`src/rtl/pong_match_controller_pkg.sv`:
```
// Shared widths, game-state encoding and winner codes for the pong match controller.
package pong_pkg;

   localparam int unsigned SCORE_W  = 4;
   localparam int unsigned COORD_W  = 13;
   localparam int unsigned STATE_W  = 3;
   localparam int unsigned WINNER_W = 2;
   localparam int unsigned FCNT_W   = 16;

   localparam logic [STATE_W-1:0] GS_IDLE      = 3'd0;
   localparam logic [STATE_W-1:0] GS_SERVE     = 3'd1;
   localparam logic [STATE_W-1:0] GS_PLAY      = 3'd2;
   localparam logic [STATE_W-1:0] GS_POINT     = 3'd3;
   localparam logic [STATE_W-1:0] GS_GAME_OVER = 3'd4;

   typedef enum logic [STATE_W-1:0] {
      ST_IDLE      = GS_IDLE,
      ST_SERVE     = GS_SERVE,
      ST_PLAY      = GS_PLAY,
      ST_POINT     = GS_POINT,
      ST_GAME_OVER = GS_GAME_OVER
   } game_state_e;

   localparam logic [WINNER_W-1:0] WIN_NONE  = 2'b00;
   localparam logic [WINNER_W-1:0] WIN_LEFT  = 2'b01;
   localparam logic [WINNER_W-1:0] WIN_RIGHT = 2'b10;

   // Saturating score increment; a score already at the cap stays there.
   function automatic logic [SCORE_W-1:0] sat_inc(input logic [SCORE_W-1:0] s,
                                                  input logic [SCORE_W-1:0] cap);
      return (s >= cap) ? s : s + SCORE_W'(1);
   endfunction

endpackage

```
`src/rtl/pong_match_controller_if.sv`:
```
// Frame/ball inputs and game status outputs of the match controller.
interface pong_match_controller_if;
   import pong_pkg::*;

   logic                newFrame;
   logic                start;
   logic                pause_sw;
   logic [COORD_W-1:0]  ball_x;
   logic                ball_pause;
   logic                ball_rst;
   logic                serve_dir;
   logic [SCORE_W-1:0]  score_l;
   logic [SCORE_W-1:0]  score_r;
   logic [STATE_W-1:0]  game_state;
   logic [WINNER_W-1:0] winner;

   modport master (
      output newFrame, start, pause_sw, ball_x,
      input  ball_pause, ball_rst, serve_dir, score_l, score_r, game_state, winner
   );

   modport slave (
      input  newFrame, start, pause_sw, ball_x,
      output ball_pause, ball_rst, serve_dir, score_l, score_r, game_state, winner
   );

endinterface

```
`src/rtl/pong_match_controller_frame_timer.sv`:
```
// Frame counter shared by the serve hold and post-point freeze; done fires on the terminal newFrame.
module frame_timer
   import pong_pkg::*;
(
   input  logic              clk,
   input  logic              reset,
   input  logic              clear_i,
   input  logic              new_frame_i,
   input  logic [FCNT_W-1:0] term_cnt_i,
   output logic              done_c_o
);

   logic [FCNT_W-1:0] cnt_q, cnt_d;

   always_ff @(posedge clk or posedge reset) begin
      if (reset) cnt_q <= '0;
      else       cnt_q <= cnt_d;
   end

   // Clear has priority so a frame arriving on the entry cycle is not counted.
   always_comb begin
      cnt_d    = cnt_q;
      done_c_o = 1'b0;
      if (clear_i) begin
         cnt_d = '0;
      end else if (new_frame_i) begin
         if (cnt_q == term_cnt_i) begin
            cnt_d    = '0;
            done_c_o = 1'b1;
         end else begin
            cnt_d = cnt_q + FCNT_W'(1);
         end
      end
   end

endmodule

```
`src/rtl/pong_match_controller.sv`:
```
// Match sequencer: serve/play/point/game-over flow, wall-miss scoring and trajectory pause/re-centre control.
module pong_match_controller
   import pong_pkg::*;
#(
   parameter logic [COORD_W-1:0] WALL_LEFT    = COORD_W'(0),
   parameter logic [COORD_W-1:0] WALL_RIGHT   = COORD_W'(640),
   parameter int unsigned        BALL_W       = 10,
   parameter int unsigned        WIN_SCORE    = 7,
   parameter int unsigned        SERVE_FRAMES = 60,
   parameter int unsigned        POINT_FRAMES = 30
) (
   input logic                    clk,
   input logic                    reset,
   pong_match_controller_if.slave ctrl_if
);

   localparam int unsigned        EDGE_W   = COORD_W + 1;
   localparam logic [SCORE_W-1:0] WIN_S    = SCORE_W'(WIN_SCORE);
   localparam logic [FCNT_W-1:0]  SERVE_TC = FCNT_W'(SERVE_FRAMES - 1);
   localparam logic [FCNT_W-1:0]  POINT_TC = FCNT_W'(POINT_FRAMES - 1);

   game_state_e         state_q, state_d;
   logic [SCORE_W-1:0]  score_l_q, score_l_d;
   logic [SCORE_W-1:0]  score_r_q, score_r_d;
   logic [WINNER_W-1:0] winner_q, winner_d;
   logic                ball_pause_q, ball_pause_d;
   logic                ball_rst_q, ball_rst_d;
   logic                serve_dir_q, serve_dir_d;
   logic                start_q;

   logic                start_pulse_c;
   logic                eval_c;
   logic                left_miss_c;
   logic                right_miss_c;
   logic [EDGE_W-1:0]   right_edge_c;
   logic                timer_clr_c;
   logic                timer_done_c;
   logic [FCNT_W-1:0]   timer_tc_c;

   assign start_pulse_c = ctrl_if.start & ~start_q;
   assign eval_c        = ctrl_if.newFrame & ~ctrl_if.pause_sw;
   assign right_edge_c  = {1'b0, ctrl_if.ball_x} + EDGE_W'(BALL_W);
   assign left_miss_c   = ctrl_if.ball_x <= WALL_LEFT;
   assign right_miss_c  = right_edge_c >= {1'b0, WALL_RIGHT};

   // Timer only runs while holding the serve or the post-point freeze.
   assign timer_clr_c = !((state_q == ST_SERVE) || (state_q == ST_POINT));
   assign timer_tc_c  = (state_q == ST_POINT) ? POINT_TC : SERVE_TC;

   frame_timer u_frame_timer (
      .clk         (clk),
      .reset       (reset),
      .clear_i     (timer_clr_c),
      .new_frame_i (ctrl_if.newFrame),
      .term_cnt_i  (timer_tc_c),
      .done_c_o    (timer_done_c)
   );

   always_ff @(posedge clk or posedge reset) begin
      if (reset) begin
         state_q      <= ST_IDLE;
         score_l_q    <= '0;
         score_r_q    <= '0;
         winner_q     <= WIN_NONE;
         ball_pause_q <= 1'b1;
         ball_rst_q   <= 1'b0;
         serve_dir_q  <= 1'b0;
         start_q      <= 1'b0;
      end else begin
         state_q      <= state_d;
         score_l_q    <= score_l_d;
         score_r_q    <= score_r_d;
         winner_q     <= winner_d;
         ball_pause_q <= ball_pause_d;
         ball_rst_q   <= ball_rst_d;
         serve_dir_q  <= serve_dir_d;
         start_q      <= ctrl_if.start;
      end
   end

   always_comb begin
      state_d      = state_q;
      score_l_d    = score_l_q;
      score_r_d    = score_r_q;
      winner_d     = winner_q;
      serve_dir_d  = serve_dir_q;
      ball_rst_d   = 1'b0;
      ball_pause_d = 1'b1;

      case (state_q)
         ST_IDLE: begin
            if (start_pulse_c) begin
               state_d    = ST_SERVE;
               ball_rst_d = 1'b1;
            end
         end
         ST_SERVE: begin
            if (timer_done_c) state_d = ST_PLAY;
         end
         ST_PLAY: begin
            // Left miss takes precedence when the ball touches both walls.
            if (eval_c && left_miss_c) begin
               score_r_d   = sat_inc(score_r_q, WIN_S);
               serve_dir_d = 1'b0;
               state_d     = ST_POINT;
            end else if (eval_c && right_miss_c) begin
               score_l_d   = sat_inc(score_l_q, WIN_S);
               serve_dir_d = 1'b1;
               state_d     = ST_POINT;
            end
         end
         ST_POINT: begin
            if (timer_done_c) begin
               if ((score_l_q == WIN_S) || (score_r_q == WIN_S)) begin
                  state_d  = ST_GAME_OVER;
                  winner_d = (score_l_q == WIN_S) ? WIN_LEFT : WIN_RIGHT;
               end else begin
                  state_d    = ST_SERVE;
                  ball_rst_d = 1'b1;
               end
            end
         end
         ST_GAME_OVER: begin
            if (start_pulse_c) begin
               score_l_d   = '0;
               score_r_d   = '0;
               winner_d    = WIN_NONE;
               serve_dir_d = 1'b0;
               ball_rst_d  = 1'b1;
               state_d     = ST_SERVE;
            end
         end
         default: state_d = ST_IDLE;
      endcase

      // User pause only reaches the ball while play continues.
      if ((state_q == ST_PLAY) && (state_d == ST_PLAY)) ball_pause_d = ctrl_if.pause_sw;
   end

   assign ctrl_if.game_state = state_q;
   assign ctrl_if.score_l    = score_l_q;
   assign ctrl_if.score_r    = score_r_q;
   assign ctrl_if.winner     = winner_q;
   assign ctrl_if.ball_pause = ball_pause_q;
   assign ctrl_if.ball_rst   = ball_rst_q;
   assign ctrl_if.serve_dir  = serve_dir_q;

endmodule

```
`src/flat_wrapper.sv`:
```
// flat-port wrapper written by rule: the top's interface ports become plain ports
module pong_match_controller_flat import pong_pkg::*;
#(
   parameter logic [COORD_W-1:0] WALL_LEFT    = COORD_W'(0),
   parameter logic [COORD_W-1:0] WALL_RIGHT   = COORD_W'(640),
   parameter int unsigned        BALL_W       = 10,
   parameter int unsigned        WIN_SCORE    = 7,
   parameter int unsigned        SERVE_FRAMES = 60,
   parameter int unsigned        POINT_FRAMES = 30
)
  (clk, reset, ctrl_if_newFrame, ctrl_if_start, ctrl_if_pause_sw, ctrl_if_ball_x, ctrl_if_ball_pause, ctrl_if_ball_rst, ctrl_if_serve_dir, ctrl_if_score_l, ctrl_if_score_r, ctrl_if_game_state, ctrl_if_winner);
  pong_match_controller_if ctrl_if_i ();
  input logic clk;
  input logic reset;
  input wire logic [$bits(ctrl_if_i.newFrame)-1:0] ctrl_if_newFrame;
  input wire logic [$bits(ctrl_if_i.start)-1:0] ctrl_if_start;
  input wire logic [$bits(ctrl_if_i.pause_sw)-1:0] ctrl_if_pause_sw;
  input wire logic [$bits(ctrl_if_i.ball_x)-1:0] ctrl_if_ball_x;
  output wire logic [$bits(ctrl_if_i.ball_pause)-1:0] ctrl_if_ball_pause;
  output wire logic [$bits(ctrl_if_i.ball_rst)-1:0] ctrl_if_ball_rst;
  output wire logic [$bits(ctrl_if_i.serve_dir)-1:0] ctrl_if_serve_dir;
  output wire logic [$bits(ctrl_if_i.score_l)-1:0] ctrl_if_score_l;
  output wire logic [$bits(ctrl_if_i.score_r)-1:0] ctrl_if_score_r;
  output wire logic [$bits(ctrl_if_i.game_state)-1:0] ctrl_if_game_state;
  output wire logic [$bits(ctrl_if_i.winner)-1:0] ctrl_if_winner;
  assign ctrl_if_i.newFrame = ctrl_if_newFrame;
  assign ctrl_if_i.start = ctrl_if_start;
  assign ctrl_if_i.pause_sw = ctrl_if_pause_sw;
  assign ctrl_if_i.ball_x = ctrl_if_ball_x;
  assign ctrl_if_ball_pause = ctrl_if_i.ball_pause;
  assign ctrl_if_ball_rst = ctrl_if_i.ball_rst;
  assign ctrl_if_serve_dir = ctrl_if_i.serve_dir;
  assign ctrl_if_score_l = ctrl_if_i.score_l;
  assign ctrl_if_score_r = ctrl_if_i.score_r;
  assign ctrl_if_game_state = ctrl_if_i.game_state;
  assign ctrl_if_winner = ctrl_if_i.winner;
  pong_match_controller #(.WALL_LEFT(WALL_LEFT), .WALL_RIGHT(WALL_RIGHT), .BALL_W(BALL_W), .WIN_SCORE(WIN_SCORE), .SERVE_FRAMES(SERVE_FRAMES), .POINT_FRAMES(POINT_FRAMES)) u_core (.clk(clk), .reset(reset), .ctrl_if(ctrl_if_i));
endmodule
```
`config.mk`:
```
export PLATFORM = sky130hd
export DESIGN_NAME = pong_match_controller_flat
export DESIGN_NICKNAME = d
export VERILOG_FILES = /design/src/rtl/pong_match_controller_pkg.sv /design/src/rtl/pong_match_controller_if.sv /design/src/rtl/pong_match_controller_frame_timer.sv /design/src/rtl/pong_match_controller.sv /design/src/flat_wrapper.sv
export SDC_FILE = /design/constraint.sdc
export NUM_CORES = 1
export LEC_CHECK = 0
export ABC_CLOCK_PERIOD_IN_PS = 2100
export CAP_MARGIN = 10
export CORE_ASPECT_RATIO = 1.75
export CORE_MARGIN = 5
export CORE_UTILIZATION = 31
export DETAILED_ROUTE_END_ITERATION = 8
export PLACE_DENSITY = 0.56
export SLEW_MARGIN = 20
export SYNTH_ARGS = -nofsm -noshare
export SYNTH_HDL_FRONTEND = slang
export SYNTH_SLANG_ARGS = --single-unit
export TNS_END_PERCENT = 20
```
`constraint.sdc`:
```
create_clock -name clk -period 2.1 [get_ports clk]
set_input_delay 0.63 -clock clk [delete_from_list [all_inputs] [get_ports clk]]
set_output_delay 0.63 -clock clk [all_outputs]
set_load 0.02 [all_outputs]
```
==> impl_metrics.yaml <==
drt:
  ant_nets: 0
  avgViaCountPerCell: 5.01
  drt_pass1_iterations: 4
  drt-total-wl_mm: 4.96
  vias: 1682
  wl_per_cell_um: 14.8
  initialDrtViolationCount: 29
  drc: 0
timing:
  max_slew.worst_pin.slew_ns: 0.599
  hold_viol_final: 0
  fin_skew_ns: 0.0141
  max_slew_margin: 0.596
  fin_crit_sh: 0.965
  finalSetupViolCount: 0
  period_needed_ns: 2.03
  drv_slew: 0
  max_freq_ghz: 0.494
  rsz0062_at_grt: "yes"
yosys:
  yosysTopAreaCell: "dfrtp_1"
  synth-main-ff-cell: "dfrtp_1"
  synth_cell_types: 51
  synth_top_area_frac: 0.426
  synth_seq_area_share: 0.439
  synth.most_common_cell: "dfrtp_1"
  synthTopCellsByArea: "dfrtp_1 (43%), xor2_1 (5.1%), nor2_1 (5.0%)"
  ys_warn_count: 0
  synth-async-reset-ratio: 1.00
  synth_fp_nets: 218
  synth_area_um2: 1880
  synth_top_family_by_area: "simple AND/OR/NAND/NOR gates"
  post_synth_inst_count: 196
  synth_compound_area_frac: 0.112
  synthAdderAreaFrac: 0.0266
  synthSimpleGateAreaFrac: 0.289
  ys_ff_latch: 33
  synth_common_cells: "dfrtp_1 (32), nor2_1 (25), nand2_1 (20)"
  synth.mux.area_fraction: 0.0273
  syn-mean-instance-area_um2: 9.60
  synth-xor-area-share: 0.0745
  synth_edf_count: 0
critical_path:
  slowest_stage: "clkdlybuf4s50_1"
  path_delay_family: "buffers and inverters"
  crit_type: "in -> reg"
  cp-start-kind: "primary input"
  critical_path_peak_fanout: 5
  path_cells: "clkdlybuf4s50_1 > buf_4 > nor4_1 > nand4_1 > buf_4 > nand2_2 > buf_4 > a22o_1 > a211o_1"
  cp.required_ns: 2.28
  crit_top_cell: "buf_4"
  cp_num_buf_inv: 4
  cp_slowest_stage_delay_ns: 0.48
  worstPathArrival_ns: 2.21
  crit_path_end_kind: "flop"
power:
  p_leak_nw: 1.21
  clkPwrFrac: 0.342
  p_sw_frac: 0.270
  finalPower_mw: 1.45
  power.density_nw_per_um2: 551
  power_frac_seq: 0.492
  power.internal_mw: 1.06
  p_switching_mw: 0.392
  ir_worst_vdd_mv: 0.326
  p_comb_frac: 0.165
run:
  cap_violations: 0
cells_and_area:
  syn_to_final_growth_pct: 39.9
  drive_gt1_frac: 0.209
  nNetsFinal: 279
  antenna_cells: 0
  stdcell_area_um2: 2630
placed_design:
  place_area_um2: 2460
  portBuffers: 33
  hpwl_mm: 3.71
  gp_congestion: 0.824
grt:
  grt_max_degree: 34
  grt_pass1_wl_mm: 8.30
  gr-usage-all-layers: 0.138
  grt_pass1_vias: 1809
  antenna_found_initial: 0
  grt_overflow: 0
clock_network:
  clk_latency_ns: 0.29
  htreeDepth: 2
  cts_root_buffer: "clkbuf_8"
  clk_path_buf_depth: 2
  hold_buffers: 0
  cts_tree: "yes"
  cts.reportedPaths.clkPinSlew_ns: 0.08
  clock_sinks: 33
  cts_buffers: 5
hold_path:
  hold_class: "reg -> reg"
die:
  io_pins: 34
  fp-row-count: 37
  fp.dieH_um: 113
  die-width_um: 68.9
  die_area_um2: 7790
  start_util: 0.320
  core_area_um2: 5880
status:
  outcome: "completed"
metrics by stage:
stage	TNS, ns	utilization	instances	hold WS (ns)	setup slack [ns]
2_1_floorplan	0	-	196	0.510	0.110
3_3_place_gp	-7.43	0.419	327	0.473	-0.503
3_5_place_dp	-7.21	0.419	327	0.497	-0.469
4_1_cts	-0.0474	0.439	335	0.515	-0.0474
5_1_grt	-0.00799	0.448	336	0.521	-0.00604
6_report	0	0.448	336	0.507	0.0737
per-layer routing:
layer	share of wire	GRT usage	vias up
met5	0	0	-
met4	0.019	0.0521	0
met3	0.048	0.0298	8
met2	0.53	0.249	33
met1	0.40	0.149	815
li1	-	-	826
path summary, 6_finish.rpt:
check	startpoint	end	slack, ns	cells past startpoint
max	ctrl_if_ball_x[7]	u_core.ctrl_if.score_l[1]	0.07	9
min	u_core.ctrl_if.serve_dir	u_core.ctrl_if.serve_dir	0.51	1
max reg2reg	u_core.u_frame_timer.cnt_q[7]	u_core.ctrl_if.game_state[0]	0.13	5
min reg2reg	u_core.ctrl_if.serve_dir	u_core.ctrl_if.serve_dir	0.51	1
max in group asynchronous	reset	u_core.ctrl_if.ball_pause	1.01	3
min in group asynchronous	reset	u_core.ctrl_if.winner[0]	0.73	3
state kept, by name, summed over array words and instances, names as in the netlist:
register	count
u_core.u_frame_timer.cnt_q	16
u_core.ctrl_if.score_l	4
u_core.ctrl_if.score_r	4
u_core.ctrl_if.game_state	3
u_core.ctrl_if.winner	2
u_core.ctrl_if.ball_pause	1
u_core.ctrl_if.ball_rst	1
u_core.ctrl_if.serve_dir	1
u_core.start_q	1
power groups by stage:
stage / logic, mW / clock network, mW / registers (mW)
CTS: 0.240 / 0.519 / 0.713
global route: 0.271 / 0.541 / 0.721
floorplan: 0.140 / 0 / 0.715
global placement: 0.230 / 0 / 0.725
finish: 0.240 / 0.496 / 0.713
detailed placement: 0.234 / 0 / 0.725
cell usage in the layout, fill, tap and decap left out, types with 2 or more instances in the layout:
cell type and count:
mux2i_1 4, o2111ai_1 2, and2_1 2, dfrtp_1 31, clkbuf_1 2, nor2_1 25, ha_1 4, nor4b_2 2
o21ai_0 5, nor4_2 5, xnor2_1 5, nand2_1 19, a21o_1 2, o21a_1 3, nor3_1 3, clkdlybuf4s50_1 28
a21o_4 2, nor4_1 3, dlymetal6s2s_1 4, a21oi_1 6, xor2_1 11, inv_1 6, or4_1 2, nand2b_1 2
buf_4 26, nand4_1 6, nor3b_1 2, nand3_1 9, nand3b_1 3, clkbuf_8 6
final cells by class:
type / count / area, µm²
fillers: 601 / 3250
multi-input cells: 152 / 1060
flip-flops and latches: 33 / 828
repair buffers: 59 / 534
well taps: 78 / 97.6
clock buffers: 8 / 90.1
inverters: 6 / 22.5
cell families after synthesis:
logic type	Yosys count
simple gates	97
flops	33
compound gates	30
xor+xnor	16
buf+inv	11
mux	5
fa+ha+maj	4
repair_timing:
item / 4_1_cts / 5_1_grt
endpoints found under the setup margin: 15 / 11
pin swaps: 2 / 3
endpoints found under the hold margin: 0 / 0
cloned: 0 / 0
buffers inserted: 0 / 1
resized for setup: 6 / 13
worst reg2reg max path: stages (launching register included):
cell and delay, ns:
dfrtp_1 0.39, or4_1 0.54, nor4b_2 0.25, and3_2 0.30, a21o_4 0.23, o2111ai_1 0.12
No activity file was read; power rests on OpenSTA's default activity.
